[config.mk]
export PLATFORM = sky130hd
export DESIGN_NAME = spi_master_ext
export DESIGN_NICKNAME = d
export VERILOG_FILES = /design/src/rtl/spi_pkg.sv /design/src/rtl/spi_master_ext_clkgen.sv /design/src/rtl/spi_master_ext.sv
export SDC_FILE = /design/constraint.sdc
export NUM_CORES = 1
export LEC_CHECK = 0
export ABC_AREA = 1
export ABC_CLOCK_PERIOD_IN_PS = 2400
export CORE_ASPECT_RATIO = 1.25
export CORE_UTILIZATION = 25
export DETAILED_ROUTE_END_ITERATION = 12
export GPL_ROUTABILITY_DRIVEN = 0
export PLACE_DENSITY_LB_ADDON = 0.08
export SLEW_MARGIN = 10
export SYNTH_ARGS = -nofsm -noshare
export SYNTH_HDL_FRONTEND = slang
export SYNTH_SLANG_ARGS = --single-unit
[constraint.sdc]
create_clock -name clock -period 2.4 [get_ports clock]
set_input_delay 0.48 -clock clock [delete_from_list [all_inputs] [get_ports clock]]
set_output_delay 0.48 -clock clock [all_outputs]
set_load 0.05 [all_outputs]
[src/rtl/spi_pkg.sv]
// spi_pkg: shared state encoding, SPI mode constants and width helpers for spi_master_ext
package spi_pkg;
  typedef enum logic [1:0] {IDLE, SETUP, SHIFT, HOLD} state_t;
  localparam logic [1:0] MODE0 = 2'b00;
  localparam logic [1:0] MODE1 = 2'b01;
  localparam logic [1:0] MODE2 = 2'b10;
  localparam logic [1:0] MODE3 = 2'b11;
  function automatic int addr_w(input int slaves);
    return slaves > 1 ? $clog2(slaves) : 1;
  endfunction
  function automatic int len_w(input int d_width);
    return $clog2(d_width + 1);
  endfunction
endpackage

[src/rtl/spi_master_ext_clkgen.sv]
// spi_clkgen: sclk half-period counter; flags the leading/trailing edge about to be produced
module spi_clkgen #(
  parameter int DIV_WIDTH = 16
) (
  input  logic                 clock,
  input  logic                 reset_n,
  input  logic                 idle,
  input  logic                 cpol,
  input  logic                 cpol_q,
  input  logic                 start,
  input  logic                 run,
  input  logic [DIV_WIDTH-1:0] div,
  output logic                 sclk,
  output logic                 lead_pulse,
  output logic                 trail_pulse
);
  logic [DIV_WIDTH-1:0] cnt;
  logic tick;
  always_comb begin
    tick = start || (run && cnt == div);
    lead_pulse = tick && sclk == cpol_q;
    trail_pulse = tick && sclk != cpol_q;
  end
  always_ff @(posedge clock) begin
    if (!reset_n || idle) begin
      sclk <= cpol;
      cnt <= '0;
    end else begin
      sclk <= tick ? !sclk : sclk;
      cnt <= (!run || tick) ? '0 : cnt + 1'b1;
    end
  end
endmodule

[src/rtl/spi_master_ext.sv]
// spi_master_ext: SPI master with runtime word length, bit order, chip-select delays
// and back-to-back continuous words; transfer settings are latched at start.
module spi_master_ext
  import spi_pkg::*;
#(
  parameter int SLAVES = 1,
  parameter int D_WIDTH = 8,
  parameter int DIV_WIDTH = 16,
  parameter int DLY_WIDTH = 8,
  localparam int ADDR_W = addr_w(SLAVES),
  localparam int LEN_W = len_w(D_WIDTH)
) (
  input  logic                 clock,
  input  logic                 reset_n,
  input  logic                 enable,
  input  logic                 cpol,
  input  logic                 cpha,
  input  logic                 lsb_first,
  input  logic                 cont,
  input  logic [DIV_WIDTH-1:0] clk_div,
  input  logic [LEN_W-1:0]     xfer_bits,
  input  logic [DLY_WIDTH-1:0] cs_setup,
  input  logic [DLY_WIDTH-1:0] cs_hold,
  input  logic [ADDR_W-1:0]    addr,
  input  logic [D_WIDTH-1:0]   tx_data,
  input  logic                 miso,
  output logic                 sclk,
  output logic [SLAVES-1:0]    ss_n,
  output logic                 mosi,
  output logic                 busy,
  output logic                 tx_ready,
  output logic [D_WIDTH-1:0]   rx_data,
  output logic                 rx_valid
);
  localparam int E_W = LEN_W + 1;
  localparam logic [LEN_W-1:0] NMAX = LEN_W'(D_WIDTH);

  state_t state, state_nx;
  logic cpol_q, cpha_q, lsb_q, cont_q;
  logic [DIV_WIDTH-1:0] div_q;
  logic [DLY_WIDTH-1:0] setup_q, hold_q, dly;
  logic [ADDR_W-1:0] addr_q;
  logic [D_WIDTH-1:0] tx_q, nxt_data, nd, rx_sr, rx_next, rx_word;
  logic [LEN_W-1:0] n_q, nxt_n, nn, t, pos;
  logic [E_W-1:0] ecnt;
  logic lead, trail, tick, start, run, pen, last, take, ngo, nxt_go, fin, more;
  logic sample, drive, mosi_nx;

  function automatic logic [LEN_W-1:0] eff_n(input logic [LEN_W-1:0] x);
    return (x == '0 || x > NMAX) ? NMAX : x;
  endfunction

  // bit i of the transmit order of an n-bit right-aligned word
  function automatic logic pick(input logic [D_WIDTH-1:0] d, input logic [LEN_W-1:0] n,
                                input logic [LEN_W-1:0] i, input logic lsb);
    logic [LEN_W-1:0] k;
    logic b;
    k = lsb ? i : n - 1'b1 - i;
    b = 1'b0;
    for (int j = 0; j < D_WIDTH; j++) b = (k == LEN_W'(j)) ? d[j] : b;
    return b;
  endfunction

  spi_clkgen #(.DIV_WIDTH(DIV_WIDTH)) u_clkgen (
    .clock(clock),
    .reset_n(reset_n),
    .idle(state == IDLE),
    .cpol(cpol),
    .cpol_q(cpol_q),
    .start(start),
    .run(run),
    .div(div_q),
    .sclk(sclk),
    .lead_pulse(lead),
    .trail_pulse(trail)
  );

  always_comb begin
    busy = state != IDLE;
    start = state == SETUP && dly == setup_q;
    // after a final edge with no continuation, sclk stays parked until HOLD
    run = state == SHIFT && !(fin && !more);
    tick = lead || trail;
    t = ecnt[E_W-1:1];
    pen = tick && ecnt == {n_q - 1'b1, 1'b0};
    last = tick && ecnt == {n_q - 1'b1, 1'b1};
    take = tx_ready && enable;
    ngo = nxt_go || take;
    nd = nxt_go ? nxt_data : tx_data;
    nn = nxt_go ? nxt_n : eff_n(xfer_bits);
    pos = lsb_q ? t : n_q - 1'b1 - t;
    sample = cpha_q ? trail : lead;
    drive = cpha_q ? lead : trail;
    rx_next = rx_sr;
    for (int j = 0; j < D_WIDTH; j++) rx_next[j] = (sample && pos == LEN_W'(j)) ? miso : rx_sr[j];
    // cpha=0 trailing edges present the following bit, or the next word's first bit
    mosi_nx = cpha_q ? pick(tx_q, n_q, t, lsb_q) :
              (t + 1'b1 < n_q) ? pick(tx_q, n_q, t + 1'b1, lsb_q) :
              ngo ? pick(nd, nn, '0, lsb_q) : mosi;
    state_nx = (state == IDLE && enable) ? SETUP :
               start ? SHIFT :
               (state == SHIFT && fin && !more) ? HOLD :
               (state == HOLD && dly == hold_q) ? IDLE : state;
    for (int j = 0; j < SLAVES; j++) ss_n[j] = !(busy && addr_q == ADDR_W'(j));
  end

  always_ff @(posedge clock) begin
    if (!reset_n) begin
      state <= IDLE;
      dly <= '0;
      mosi <= 1'b0;
      tx_ready <= 1'b0;
      rx_valid <= 1'b0;
      rx_data <= '0;
      rx_sr <= '0;
      rx_word <= '0;
      ecnt <= '0;
      fin <= 1'b0;
      more <= 1'b0;
      nxt_go <= 1'b0;
      nxt_data <= '0;
      nxt_n <= '0;
      tx_q <= '0;
      n_q <= '0;
      cpol_q <= 1'b0;
      cpha_q <= 1'b0;
      lsb_q <= 1'b0;
      cont_q <= 1'b0;
      div_q <= '0;
      setup_q <= '0;
      hold_q <= '0;
      addr_q <= '0;
    end else begin
      state <= state_nx;
      dly <= (state_nx != state) ? '0 : dly + 1'b1;
      tx_ready <= pen && cont_q;
      rx_valid <= fin;
      fin <= last;
      if (fin) rx_data <= rx_word;
      if (state == IDLE && enable) begin
        cpol_q <= cpol;
        cpha_q <= cpha;
        lsb_q <= lsb_first;
        cont_q <= cont;
        div_q <= clk_div;
        setup_q <= cs_setup;
        hold_q <= cs_hold;
        addr_q <= addr;
        tx_q <= tx_data;
        n_q <= eff_n(xfer_bits);
        mosi <= pick(tx_data, eff_n(xfer_bits), '0, lsb_first);
        ecnt <= '0;
        rx_sr <= '0;
        nxt_go <= 1'b0;
      end
      if (tick) begin
        ecnt <= ecnt + 1'b1;
        rx_sr <= rx_next;
      end
      if (drive) mosi <= mosi_nx;
      if (take) begin
        nxt_go <= 1'b1;
        nxt_data <= tx_data;
        nxt_n <= eff_n(xfer_bits);
      end
      // final edge: bank the received word and swap in a pending continuation word
      if (last) begin
        more <= ngo;
        nxt_go <= 1'b0;
        rx_word <= rx_next;
        rx_sr <= '0;
        ecnt <= '0;
        if (ngo) begin
          tx_q <= nd;
          n_q <= nn;
        end
      end
    end
  end
endmodule

==> results_dict.tcl <==
set metrics [dict create \
    cts-buffers-inserted 17 \
    cpPeakStageDelay_ps 330 \
    gr-total-overflow 0 \
    fp.dieW_um 147 \
    crit_fanout 5 \
    startpoint_type "flop" \
    cts.clk_slew.worst_paths_ps 60 \
    worst_pin_slew_ps 546 \
    start_util 0.254 \
    grt_pass1_vias 6543 \
    drive_above_1_share 0.168 \
    finalHoldViolCount 0 \
    yosysWarnings 0 \
    rows 66 \
    drv_slew 0 \
    synthTopCellsByArea "dfxtp_1 37%, nand2_1 9.6%, nor2_1 8.3%, o21ai_0 7.1%, inv_1 6.1%" \
    rsz0062_at_grt "true" \
    drc 0 \
    worst_ir_drop_vdd_mv 0.447 \
    avgSynthCellArea_sq_um 6.89 \
    finalClockSkew_ps 14.7 \
    firstDrtPassIters 4 \
    end_kind "flop" \
    grt_pass1_wl_um 34000 \
    synth_xor_area_frac 0.0439 \
    antenna_found_initial 0 \
    routed_wl_um 20700 \
    antennaDiodeCount 0 \
    synth_compound_area_frac 0.163 \
    synthSimpleGateAreaFrac 0.291 \
    dpl_worst_slack_ps -575 \
    num-nets-final 1168 \
    viasPerCell 4.49 \
    area_growth_pct 38.0 \
    design_area_sq_um 9090 \
    synth_common_cells "169 x nand2_1, 145 x nor2_1, 122 x dfxtp_1, 107 x inv_1, 94 x o21ai_0" \
    synth_top_family_by_area "simple AND/OR/NAND/NOR gates" \
    period_share 0.993 \
    critPathKind "reg2reg" \
    arrival_ps 2740 \
    r2r_setup_slack_ps 20 \
    n_fill_cell 2824 \
    fmax_mhz 419 \
    setup_viol 0 \
    clockBufferDepth 2 \
    cpMaxStageDelayCell "dfxtp_2" \
    cts_tree "built" \
    grt_use_total 0.162 \
    synthDistinctLibCells 54 \
    synthAdderAreaFrac 0.0365 \
    vias 6504 \
    cts_sinks 123 \
    regArea_sq_um 2470 \
    syn_nets 1027 \
    synth-main-ff-cell "dfxtp_1" \
    die_h_um 183 \
    muxShareOfSynthArea 0.00456 \
    dp.cells 1416 \
    placed_area_sq_um 8210 \
    synth_area_sq_um 6590 \
    total_power_w 0.00629 \
    h-tree-depth 4 \
    multiInputGateArea_sq_um 3740 \
    status "finished clean" \
    fin_tns_setup_ps 0 \
    synth_top_area_cell "dfxtp_1" \
    required_ps 2750 \
    fin_crit_ps 2380 \
    p_leak_nw 3.82 \
    io_pins 67 \
    wl_per_cell_um 14.3 \
    ys_seq_elements 123 \
    critPathMostFrequentCell "nand2_1" \
    fin_ws_ps 15.7 \
    synth_cells 956 \
    relSlewSlack 0.633 \
    fin_cells 1450 \
    p_per_area_nw_per_um2 693 \
    yosysSeqAreaShare 0.375 \
    yosysTopAreaCellShare 0.371 \
    worstPathCellList "inv_2 -> ha_4 -> xor2_4 -> ha_4 -> buf_4 -> xor2_1 -> nand2_1 -> o21a_1 -> inv_1 -> nand2_1 -> nor2_2 -> nand2_1 -> nand2_1 -> nand3_1 -> a21oi_1" \
    grt_max_degree 59 \
    clk_latency_ps 420 \
    hpwl_um 15900 \
    cts_root_buf "clkbuf_16" \
    hold_path.class "reg2reg" \
    core-area_sq_um 25900 \
    async_flop_share 0 \
    die-area_sq_um 27000 \
    synth_edf_count 1 \
    drv_cap 0 \
    io_buffers 66 \
    drt_iter0_markers 270 \
    yosysMostFrequentCell "nand2_1" \
    final_antenna_net_count 0 \
]
[metal layers]
metal / vias to the layer above / GRT usage / routed length [um]
met5: - / 0 / 0
met4: 0 / 0.0581 / 408
met3: 23 / 0.0231 / 671
met2: 91 / 0.298 / 10500
met1: 2958 / 0.189 / 9150
li1: 3432 / - / -
[registers in the layout (all words and copies together) (netlist names), 2 cells and up]
signal / cells
div_q: 16
dly: 8
ecnt: 5
hold_q: 8
n_q: 4
nxt_data: 8
nxt_n: 4
rx_data: 8
rx_sr: 8
rx_word: 8
setup_q: 8
state: 2
tx_q: 8
u_clkgen.cnt: 16
[kinds of logic (layout without fill, tap and decap cells)]
logic type / Yosys count / count (layout)
AOI/OAI and AO/OA: 196 / 196
buffers and inverters: 146 / 300
adders and majority gates: 18 / 18
xor gates and xnor gates: 33 / 33
DFF: 123 / 123
and+or+nand+nor: 437 / 437
muxes: 3 / 3
[cell usage in the layout, fill, tap and decap left out, types with 4 or more instances in the layout]
cell type,synthesis,layout
ha_4,0,4
nand2_2,5,11
nand3_2,3,8
nor3b_1,5,5
nand2_1,169,161
nand4_1,16,16
clkbuf_16,0,17
dfxtp_1,122,120
ha_1,16,12
o22ai_1,4,4
buf_4,0,82
nor3_1,16,16
nand3_1,55,50
bufinv_16,0,5
o21ai_2,0,4
xor2_1,22,21
a21oi_1,67,67
nor2_2,3,10
a211oi_1,5,4
o21ai_1,6,10
o21ai_0,94,86
nand2_4,2,4
inv_2,5,10
a311oi_1,5,5
xnor2_1,11,10
clkdlybuf4s50_1,0,62
inv_1,107,102
inv_6,0,6
nor2_1,145,136
[final timing paths]
check / from / end / cells past startpoint
min: rx_word[5] / rx_word[5] / 2
max reg2reg: n_q[1] / rx_sr[2] / 15
max: n_q[1] / rx_sr[2] / 15
min reg2reg: rx_word[5] / rx_word[5] / 2
[where the power goes]
part	switching, W	total (W)	internal, W
registers	0.0000721	0.00221	0.00214
clock network	0.00107	0.00294	0.00187
logic	0.000661	0.00114	0.000481
total	0.00180	0.00629	0.00449
[per-stage QoR]
| step | hold WS (ps) | util |
|---|---|---|
| 2_1_floorplan | 427 | - |
| 3_3_place_gp | 443 | 0.317 |
| 3_5_place_dp | 444 | 0.317 |
| 4_1_cts | 457 | 0.347 |
| 5_1_grt | 475 | 0.350 |
| 6_report | 454 | 0.350 |
[repair_timing]
item / 4_1_cts / 5_1_grt
pin swaps: 8 / 10
hold buffers: 0 / 0
endpoints found under the setup margin: 22 / 33
buffers inserted: 0 / 1
cloned: 0 / 1
resized for setup: 29 / 28
[critical path, delay by kind of cell, from the launching register on]
| family | cells | cell delay [ps] |
|---|---|---|
| AO/OA/AOI/OAI | 2 | 270 |
| flip-flops | 1 | 330 |
| AND/OR/NAND/NOR | 6 | 580 |
| adder cells (fa/ha/maj) | 2 | 470 |
| buffers and inverters | 3 | 320 |
| XOR/XNOR | 2 | 370 |
[final cells by class]
class | count | share of cell area
Clock buffer | 18 | 0.0472
Clock inverter | 14 | 0.0253
Inverter | 115 | 0.0479
Multi-Input combinational cell | 687 | 0.412
Sequential cell | 123 | 0.272
Tap cell | 340 | 0.0468
Timing Repair Buffer | 152 | 0.148
Timing Repair inverter | 1 | 0.000551
No activity file was read; power rests on OpenSTA's default activity.
